$ cat config.mk
export PLATFORM = sky130hd
export DESIGN_NAME = ber_sat_acc
export DESIGN_NICKNAME = d
export VERILOG_FILES = /design/src/rtl/ber_sat_acc.sv
export SDC_FILE = /design/constraint.sdc
export NUM_CORES = 1
export LEC_CHECK = 0
export CORE_AREA = 2 2 66 74
export DETAILED_ROUTE_END_ITERATION = 16
export DIE_AREA = 0 0 68 76
export PLACE_DENSITY = 0.73
export SYNTH_ARGS = -nofsm -noshare
export SYNTH_HDL_FRONTEND = slang
export SYNTH_SLANG_ARGS = --single-unit
$ cat constraint.sdc
create_clock -name clk -period 2.4 [get_ports clk]
set_clock_uncertainty 0.2 [all_clocks]
set_input_delay 0.36 -clock clk [delete_from_list [all_inputs] [get_ports clk]]
set_output_delay 0.36 -clock clk [all_outputs]
set_load 0.005 [all_outputs]
$ cat src/rtl/ber_sat_acc.sv
// Saturating accumulator: clear has priority, en adds 'add', result clamps at all-ones.
module ber_sat_acc #(
    parameter int CNT_W = 32,
    parameter int ADD_W = 4
) (
    input  logic             clk,
    input  logic             rst_n,
    input  logic             clear,
    input  logic             en,
    input  logic [ADD_W-1:0] add,
    output logic [CNT_W-1:0] count
);

    logic [CNT_W:0]   sum_s;
    logic [CNT_W-1:0] count_r;

    // One extra bit catches the carry so a partial add can clamp instead of wrapping
    always_comb begin
        sum_s = {1'b0, count_r} + {{(CNT_W + 1 - ADD_W){1'b0}}, add};
    end

    // Counter register with clear-over-accumulate priority
    always_ff @(posedge clk or negedge rst_n) begin
        if (!rst_n) begin
            count_r <= {CNT_W{1'b0}};
        end else if (clear) begin
            count_r <= {CNT_W{1'b0}};
        end else if (en) begin
            if (sum_s[CNT_W]) begin
                count_r <= {CNT_W{1'b1}};
            end else begin
                count_r <= sum_s[CNT_W-1:0];
            end
        end
    end

    assign count = count_r;

endmodule

==> out/qor.yml, run 1 <==
startpoint_type: "flip-flop"
power_density_nw_per_um2: 443
fill_cells: 377
drv_slew: 0
ys_ff_latch: 32
syn2layout_area_growth_pct: 49.3
synth_top_cell_by_area: "dfrtp_1"
fin_ws_ns: -0.0341
dieHeight_um: 76
syn_avg_cell_area_sq_um: 9.19
worstPathCellList: "ha_4 -> a211oi_4 -> o21ba_4 -> or4_4 -> or3_1 -> o211a_1"
drive_gt1_frac: 0.259
grt_use_total: 0.235
period_share: 1.01
syn_inst: 212
ir_worst_vdd_mv: 0.316
viasPerCell: 5.95
ys_types: 45
reg2reg_depth: 6
timing.final.crit_period_ns: 2.43
setup_viol: 2
grt_pass1_wl_um: 9400
wl_um: 5870
num_io_pins: 40
setup-tns-final_ns: -0.0496
timing.rr.start: "count[1]$_DFFE_PN0P_"
clock_sink_count: 32
core_area_sq_um: 4490
synth_area_sq_um: 1950
clkTransAtPathRegs_ns: 0.07
ctsRootBufferMaster: "clkbuf_8"
worstSetupPathType: "reg -> reg"
postCtsHoldBufs: 0
fin_nets: 306
grt_pass1_vias: 1992
synth-edff-count: 0
cp_max_fo: 6
start_util: 0.434
antenna_found_initial: 0
reg2reg_slack_ns: -0.03
grt.overflow.total: 0
drt-initial-drc-count: 214
largest_reg_flops: 32
dieArea_sq_um: 5170
r2r_end: "count[27]$_DFFE_PN0P_"
syn_nets: 225
ys_seq_area_frac: 0.411
num_vias: 2081
critPathRequiredTime_ns: 2.37
hold_class: "in -> async"
port_buffers: 39
max_cap_violations: 0
diodes: 0
die_w_um: 68
worstMarginPinSlew_ns: 0.510
cts_buffer_depth: 2
final_util: 0.648
async_flop_share: 1.00
regArea_sq_um: 801
synth_top_area_share: 0.411
slew_headroom: 0.657
synth_most_common_cell: "dfrtp_1"
rsz0062_at_grt: "yes"
grt_max_degree: 33
violations: "negative setup slack"
synth.top_cells.by_area: "dfrtp_1 41%, nor2_1 4.4%, a21oi_1 3.3%, a311oi_1 3.1%, a31oi_1 2.9%"
yosys_warnings: 0
clk_latency_ns: 0.29
dp.final_hpwl_um: 4130
synthTopCellsByCount: "32 x dfrtp_1, 23 x nor2_1, 13 x a21oi_1, 12 x nand2_1, 11 x nor3_1"
hold_violations: 0
synth_top_flop_cell: "dfrtp_1"
htree_levels: 2
crit_slowest_cell: "or4_4"
ant_nets: 0
max_freq_ghz: 0.411
critPathCaptureType: "flip-flop"
crit_path_max_incr_delay_ns: 0.53
rows: 26
drc: 0
wire_per_inst_um: 16.8
multi_input_area_sq_um: 1200
cts_buffers: 5
p_leak_nw: 1.20
cts_tree: "done"
gp_congestion: 0.867
worstPathArrival_ns: 2.41
run_status: "complete, but fails checks"
firstDrtPassIters: 4
## what timing repair did
item | CTS | global route
cloned | 0 | 0
buffers inserted | 1 | 2
pin swaps | 7 | 4
setup endpoints to repair | 17 | 11
resized for setup | 8 | 12
## layout make-up
type / count / share of cell area
Timing Repair Buffer: 83 / 0.246
Inverter: 5 / 0.00645
Clock inverter: 2 / 0.0120
Multi-Input combinational cell: 166 / 0.411
Sequential cell: 32 / 0.275
Tap cell: 56 / 0.0241
Clock buffer: 6 / 0.0249
## where the power goes
part / internal [mW] / switching [mW]
Sequential: 0.547 / 0.0100
Combinational: 0.103 / 0.0977
Clock: 0.308 / 0.223
Total: 0.958 / 0.331
## worst max path at each step
stage | start | endpoint | slack, ns
floorplan | count[1]$_DFFE_PN0P_ | count[27]$_DFFE_PN0P_ | -0.15
global placement | add[2] | count[27]$_DFFE_PN0P_ | -0.38
detailed placement | add[0] | count[13]$_DFFE_PN0P_ | -0.47
CTS | count[1]$_DFFE_PN0P_ | count[27]$_DFFE_PN0P_ | -0.09
global route | count[1]$_DFFE_PN0P_ | count[27]$_DFFE_PN0P_ | -0.07
finish | count[1]$_DFFE_PN0P_ | count[27]$_DFFE_PN0P_ | -0.03
## worst max-delay path, delay by kind of cell (launching register included)
kind,cells,cell delay (ns)
adder cells (fa/ha/maj),1,0.30
AO/OA/AOI/OAI,3,0.50
AND/OR/NAND/NOR,2,0.89
flip-flops,1,0.43
## metal layers
layer  global-route usage  routed length (um)
met3               0.0281                 285
met4               0.0880                 141
met1                0.297                2510
met5                    0                   0
met2                0.399                2940
## layout by cell type, fill, tap and decap left out, drive strengths merged, types with 2 or more instances in the layout
master,netlist,layout
and2,5,5
a21o,2,2
o21ai,6,6
or3,3,3
and4,8,8
and4b,2,2
o211a,3,3
nand2,12,12
clkdlybuf4s50,0,35
xnor2,3,3
and3,7,7
clkbuf,5,6
buf,4,44
ha,4,4
nor3b,2,2
nand4,9,9
a311oi,7,7
a21oi,13,13
a211oi,7,7
nor4,6,6
inv,5,5
nor3,12,12
or4,3,3
nor2,23,23
dfrtp,32,32
o31ai,2,2
a31oi,9,9
dlygate4sd2,0,4
nand3,7,7
## through the flow
stage	cells	setup WS, ns	hold WS [ns]	cell area, sq um	total power [mW]
after floorplan	212	-0.152	-0.136	1990	0.654
after global placement	339	-0.378	0.347	2700	0.734
after detailed placement	339	-0.465	0.378	2700	0.738
after CTS	348	-0.0895	0.288	2840	1.26
after global routing	350	-0.0746	0.311	2910	1.32
final	350	-0.0341	0.268	2910	1.29
## cell families after synthesis
logic type               count (synthesis)  share of synthesized area
flip-flops                              32                      0.411
AND/OR/NAND/NOR                        102                      0.304
AO/OA/AOI/OAI                           55                      0.195
XOR/XNOR                                 4                     0.0180
adder cells (fa/ha/maj)                  5                     0.0360
buffers and inverters                   14                     0.0360
(Power assumes the default switching activity.)
==> run 2: changes to the inputs <==
- CORE_AREA: 2 2 66 74 -> 2 2 69 71
- DIE_AREA: 0 0 68 76 -> 0 0 71 73
==> run 2 against run 1 <==
  * The run still ends with negative setup slack left
  * Count of clock-buffer cells in the layout grew 1
  * Power rose by 3.5%
  * Global-route usage decreased by 0.71 points
==> out/qor.yml, run 2 (synthesized netlist as in run 1, its figures left out) <==
regArea_sq_um: 801  # unchanged
cp_max_fo: 5  # was 6
grt_max_degree: 33  # unchanged
grt_pass1_wl_um: 9340  # was 9400 um
cts_buffers: 5  # unchanged
max_cap_violations: 0  # unchanged
placed_area_sq_um: 2740  # was 2700 sq um
fin_ws_ns: -0.00507  # was -0.0341 ns
postCtsHoldBufs: 0  # unchanged
worstSetupPathType: "reg -> reg"  # unchanged
wl_um: 5630  # was 5870 um
multi_input_area_sq_um: 1200  # about the same
crit_path_max_incr_delay_ns: 0.52  # was 0.53 ns
ctsRootBufferMaster: "clkbuf_8"  # unchanged
final_cell_mix: "51 x buf_4, 35 x clkdlybuf4s50_1, 32 x dfrtp_1"  # was 44 x buf_4, 35 x clkdlybuf4s50_1, 32 x dfrtp_1
worstMarginPinSlew_ns: 0.439  # was 0.510 ns
dp.final_hpwl_um: 4060  # was 4130 um
die_w_um: 71  # was 68 um
power_density_nw_per_um2: 448  # was 443 nW/um^2
fin_nets: 313  # was 306
critPathCaptureType: "flip-flop"  # unchanged
power_mw: 1.33  # was 1.29 mW
num_vias: 2087  # was 2081
critPathRequiredTime_ns: 2.39  # was 2.37 ns
clock_sink_count: 32  # unchanged
holdWs_ns: 0.275  # was 0.268 ns
grt_use_total: 0.228  # was 0.235
drv_slew: 0  # unchanged
dieArea_sq_um: 5180  # was 5170 sq um
p_leak_nw: 1.28  # was 1.20 nW
cp_num_cells: 6  # unchanged
hold_class: "in -> async"  # unchanged
reg2reg_slack_ns: -0.005  # was -0.03 ns
final_area_sq_um: 2980  # was 2910 sq um
firstDrtPassIters: 4  # unchanged
rsz0062_at_grt: "yes"  # unchanged
worstPathArrival_ns: 2.39  # was 2.41 ns
cts_tree: "done"  # unchanged
final_cells: 355  # was 350
hold_violations: 0  # unchanged
worst-path-buf-inv: 0  # unchanged
timing.rr.start: "count[1]$_DFFE_PN0P_"  # unchanged
rows: 25  # was 26
run_status: "complete, but fails checks"  # unchanged
dieHeight_um: 73  # was 76 um
ant_nets: 0  # unchanged
worstPathCellList: "ha_4 -> a211oi_4 -> o21ba_2 -> or4_4 -> or3_1 -> o211a_1"  # was ha_4 -> a211oi_4 -> o21ba_4 -> or4_4 -> or3_1 -> o211a_1
grt_pass1_vias: 1984  # was 1992
port_buffers: 39  # unchanged
max_freq_ghz: 0.416  # was 0.411 GHz
slew_headroom: 0.706  # was 0.657
r2r_end: "count[27]$_DFFE_PN0P_"  # unchanged
core_area_sq_um: 4540  # was 4490 sq um
diodes: 0  # unchanged
viasPerCell: 5.88  # was 5.95
wire_per_inst_um: 15.9  # was 16.8 um
drc: 0  # unchanged
ir_worst_vdd_mv: 0.318  # was 0.316 mV
cts_buffer_depth: 2  # unchanged
num_io_pins: 40  # unchanged
clkTransAtPathRegs_ns: 0.07  # about the same
htree_levels: 2  # unchanged
largest_reg_flops: 32  # unchanged
grt.overflow.total: 0  # unchanged
drive_gt1_frac: 0.276  # was 0.259
critical_path.top_delay_family: "simple AND/OR/NAND/NOR gates"  # unchanged
dp.cells: 343  # was 339
setup_viol: 1  # was 2
timing.final.crit_period_ns: 2.41  # was 2.43 ns
antenna_found_initial: 0  # unchanged
period_share: 1.00  # was 1.01
syn2layout_area_growth_pct: 53.0  # was 49.3%
gp_congestion: 0.871  # was 0.867
start_util: 0.430  # was 0.434
startpoint_type: "flip-flop"  # unchanged
startpoint: "count[1]$_DFFE_PN0P_"  # unchanged
clk_latency_ns: 0.29  # about the same
cp-endpoint: "count[27]$_DFFE_PN0P_"  # unchanged
reg2reg_depth: 6  # unchanged
final_common_cell: "buf_4"  # unchanged
crit_slowest_cell: "or4_4"  # unchanged
fill_cells: 384  # was 377
violations: "negative setup slack"  # unchanged
drt-initial-drc-count: 182  # was 214
[run 2: final cells by class]
class                   count  share of cell area
well taps                  54              0.0227
clock buffers               7              0.0323
clock inverters             1              0.0101
inverters                   5             0.00630
multi-input cells         166               0.402
repair buffers             90               0.258
flip-flops and latches     32               0.269
[run 2: per-layer routing]
layer	global-route usage	vias to the layer above	routed length [um]
met5	0	-	0
met4	0.0797	0	116
met3	0.0442	12	335
met2	0.399	72	2740
met1	0.281	1002	2440
li1	-	1001	-
[run 2: timing repair]
action,in CTS,in global routing
setup endpoints to repair,15,12
pin swaps,7,3
buffers inserted,1,3
resized for setup,8,11
[run 2: how the worst min path moves through the flow]
stage                           end  cells past startpoint  slack (ns)                  from
6_report       count[2]$_DFFE_PN0P_                      2        0.27                 rst_n
5_1_grt        count[6]$_DFFE_PN0P_                      2        0.34                 rst_n
4_1_cts        count[2]$_DFFE_PN0P_                      2        0.29                 rst_n
3_5_place_dp   count[8]$_DFFE_PN0P_                      1        0.37  count[8]$_DFFE_PN0P_
3_3_place_gp   count[8]$_DFFE_PN0P_                      1        0.34  count[8]$_DFFE_PN0P_
2_1_floorplan  count[0]$_DFFE_PN0P_                      0       -0.14                 rst_n
[run 2: power breakdown]
group / internal [mW] / switching (mW) / total, mW
combinational: 0.102 / 0.0979 / 0.200
sequential: 0.547 / 0.00836 / 0.556
clock: 0.366 / 0.213 / 0.580
[run 2: per-stage QoR]
| stage | setup WS [ns] | setup TNS (ns) | util |
|---|---|---|---|
| finish | -0.00507 | -0.00507 | 0.657 |
| global route | -0.0601 | -0.0996 | 0.657 |
| CTS | -0.0677 | -0.0677 | 0.639 |
| detailed placement | -0.421 | -8.29 | 0.604 |
| global placement | -0.364 | -6.87 | 0.604 |
| floorplan | -0.152 | -0.248 | - |
==> run 3: changes to the inputs <==
- ABC_AREA: not set -> 1
- CORE_AREA: 2 2 69 71 -> 2 2 75 77
- CTS_BUF_LIST: not set -> sky130_fd_sc_hd__clkbuf_16
- DIE_AREA: 0 0 71 73 -> 0 0 77 79
- PLACE_DENSITY: 0.73 -> 0.75
==> run 3 against run 2 <==
  * Maximum frequency is 4.7% higher
  * Die area is 17% higher
  * Utilization is 5.5 points lower
  * Wire length is 29% higher
  * Power is 1.0% lower
  * The run now ends clean
  * Register-to-register slack better by 0.21 ns
  * Largest power group unchanged
  * Design area is 7.8% higher
  * Highest routed layer unchanged
  * Combinational power is 22% lower
  * Non-clock buffer count is 38 lower
  * Sequential power hardly changed
  * Critical endpoint is now count[16]$_DFFE_PN0P_
==> out/qor.yml, run 3 <==
final_cells: 496  # was 355
grt_max_degree: 33  # unchanged
dp.cells: 487  # was 343
viasPerCell: 5.46  # was 5.88
syn_nets: 384  # was 225
clock_sink_count: 32  # unchanged
hold_violations: 0  # unchanged
timing.final.crit_period_ns: 2.30  # was 2.41 ns
cts_tree: "done"  # unchanged
grt_pass1_vias: 2387  # was 1984
grt_pass1_wl_um: 11600  # was 9340 um
clkTransAtPathRegs_ns: 0.05  # was 0.07 ns
slew_headroom: 0.710  # was 0.706
drive_gt1_frac: 0.132  # was 0.276
fin_ws_ns: 0.104  # was -0.00507 ns
ant_nets: 0  # unchanged
rsz0062_at_grt: "no"  # was yes
period_share: 0.957  # was 1.00
fin_nets: 436  # was 313
cts_buffer_depth: 2  # unchanged
dieArea_sq_um: 6080  # was 5180 sq um
die_w_um: 77  # was 71 um
wl_um: 7240  # was 5630 um
cp-endpoint: "count[16]$_DFFE_PN0P_"  # was count[27]$_DFFE_PN0P_
startpoint: "add[0]"  # was count[1]$_DFFE_PN0P_
synth-edff-count: 0  # unchanged
synth_area_sq_um: 2510  # was 1950 sq um
worstPathArrival_ns: 2.24  # was 2.39 ns
cp_max_fo: 9  # was 5
pre_cts_ws_ns: -0.167  # was -0.421 ns
gp_congestion: 0.884  # was 0.871
largest_reg_flops: 32  # unchanged
async_flop_share: 1.00  # unchanged
drc: 0  # unchanged
timing.rr.start: "count[0]$_DFFE_PN0P_"  # was count[1]$_DFFE_PN0P_
diodes: 0  # unchanged
syn2layout_area_growth_pct: 28.2  # was 53.0%
port_buffers: 39  # unchanged
startpoint_type: "input pin"  # was flip-flop
p_leak_nw: 1.50  # was 1.28 nW
yosys_warnings: 0  # unchanged
run_status: "completed"  # was complete, but fails checks
cts_buffers: 5  # unchanged
fill_cells: 531  # was 384
rows: 27  # was 25
drt-initial-drc-count: 241  # was 182
grt_use_total: 0.243  # was 0.228
postCtsHoldBufs: 0  # unchanged
final_area_sq_um: 3210  # was 2980 sq um
num_vias: 2708  # was 2087
synth_most_common_cell: "nand2_1"  # was dfrtp_1
reg2reg_slack_ns: 0.20  # was -0.005 ns
hold_class: "in -> async"  # unchanged
worstMarginPinSlew_ns: 0.435  # was 0.439 ns
start_util: 0.470  # was 0.430
ys_types: 27  # was 45
ys_seq_area_frac: 0.320  # was 0.411
synthTopCellsByCount: "152 x nand2_1, 37 x nor2_1, 34 x inv_1, 32 x dfrtp_1, 25 x nand3_1"  # was 32 x dfrtp_1, 23 x nor2_1, 13 x a21oi_1, 12 x nand2_1, 11 x nor3_1
firstDrtPassIters: 5  # was 4
core_area_sq_um: 5340  # was 4540 sq um
antenna_found_initial: 0  # unchanged
final_util: 0.602  # was 0.657
syn_inst: 371  # was 212
ctsRootBufferMaster: "clkbuf_16"  # was clkbuf_8
num_io_pins: 40  # unchanged
dp.final_hpwl_um: 5160  # was 4060 um
worstSetupPathType: "in -> reg"  # was reg -> reg
reg2reg_depth: 11  # was 6
htree_levels: 2  # unchanged
synth_top_flop_cell: "dfrtp_1"  # unchanged
ys_ff_latch: 32  # unchanged
final_cell_mix: "152 x nand2_1, 39 x clkdlybuf4s50_1, 36 x nor2_1"  # was 51 x buf_4, 35 x clkdlybuf4s50_1, 32 x dfrtp_1
max_cap_violations: 0  # unchanged
dieHeight_um: 79  # was 73 um
synth.top_cells.by_area: "dfrtp_1 32%, nand2_1 23%, nor2_1 5.5%, inv_1 5.1%, nand3_1 5.0%"  # was dfrtp_1 41%, nor2_1 4.4%, a21oi_1 3.3%, a311oi_1 3.1%, a31oi_1 2.9%
grt.overflow.total: 0  # unchanged
r2r_end: "count[16]$_DFFE_PN0P_"  # was count[27]$_DFFE_PN0P_
power_density_nw_per_um2: 411  # was 448 nW/um^2
synth_top_area_share: 0.320  # was 0.411
synth_top_cell_by_area: "dfrtp_1"  # unchanged
clk_latency_ns: 0.28  # was 0.29 ns
critPathRequiredTime_ns: 2.34  # was 2.39 ns
critPathCaptureType: "flip-flop"  # unchanged
final_common_cell: "nand2_1"  # was buf_4
wire_per_inst_um: 14.6  # was 15.9 um
ir_worst_vdd_mv: 0.290  # was 0.318 mV
placed_area_sq_um: 3040  # was 2740 sq um
drv_slew: 0  # unchanged
syn_avg_cell_area_sq_um: 6.76  # was 9.19 sq um
max_freq_ghz: 0.436  # was 0.416 GHz
setup_viol: 0  # was 1
## run 3: final cells by class
type / instances / area, sq um / share of cell area
sequential: 32 / 801 / 0.249
tap: 72 / 90.1 / 0.0280
clock inverter: 3 / 15.0 / 0.00467
timing repair buffer: 52 / 518 / 0.161
multi-input combinational: 298 / 1540 / 0.478
inverter: 34 / 128 / 0.0397
clock buffer: 5 / 125 / 0.0390
## run 3: repair_timing
item	4_1_cts	5_1_grt
hold endpoints to repair	0	0
resized for setup	0	1
setup endpoints to repair	0	5
setup buffers	0	0
## run 3: metal layers
layer	wire, um	up-vias	global-route usage	part of all wire
met2	3480	113	0.417	0.48
met1	3190	1284	0.324	0.44
met3	437	20	0.0364	0.060
met4	126	0	0.0643	0.017
li1	-	1291	-	-
met5	0	-	0	0
## run 3: where the power goes
group          switching (mW)  internal, mW  total, mW
Combinational          0.0903        0.0663      0.157
Sequential            0.00970         0.549      0.558
Clock                   0.230         0.376      0.606
## run 3: cell families (layout without fill, tap and decap cells)
family,after synthesis,in the layout,synth area share
AO/OA/AOI/OAI,31,31,0.0804
XOR/XNOR,7,7,0.0245
adder cells (fa/ha/maj),5,5,0.0280
buffers and inverters,41,94,0.0719
flip-flops,32,32,0.320
AND/OR/NAND/NOR,255,255,0.476
## run 3: worst min-delay path by stage
| stage | end | slack (ns) | cells past startpoint |
|---|---|---|---|
| 4_1_cts | count[12]$_DFFE_PN0P_ | 0.32 | 2 |
| 6_report | count[6]$_DFFE_PN0P_ | 0.30 | 2 |
| 2_1_floorplan | count[0]$_DFFE_PN0P_ | -0.14 | 0 |
| 3_5_place_dp | count[3]$_DFFE_PN0P_ | 0.31 | 2 |
| 5_1_grt | count[2]$_DFFE_PN0P_ | 0.35 | 2 |
| 3_3_place_gp | count[3]$_DFFE_PN0P_ | 0.29 | 2 |
## run 3: per-stage QoR
| stage | setup TNS, ns | hold WS [ns] | total power [mW] |
|---|---|---|---|
| 3_3_place_gp | -1.91 | 0.291 | 0.722 |
| 3_5_place_dp | -3.21 | 0.309 | 0.722 |
| 6_report | 0 | 0.298 | 1.32 |
| 2_1_floorplan | 0 | -0.136 | 0.650 |
| 4_1_cts | 0 | 0.315 | 1.33 |
| 5_1_grt | 0 | 0.350 | 1.38 |
## run 3: worst max-delay path: stages
cell and delay, ns:
clkdlybuf4s50_1 0.40, ha_1 0.22, fa_1 0.39, nand2_1 0.11, nand2_2 0.11, nand3_4 0.13
nor2_4 0.05, nand3_4 0.09, buf_12 0.15, nand3_2 0.06, nand2_1 0.07, o21ai_0 0.09
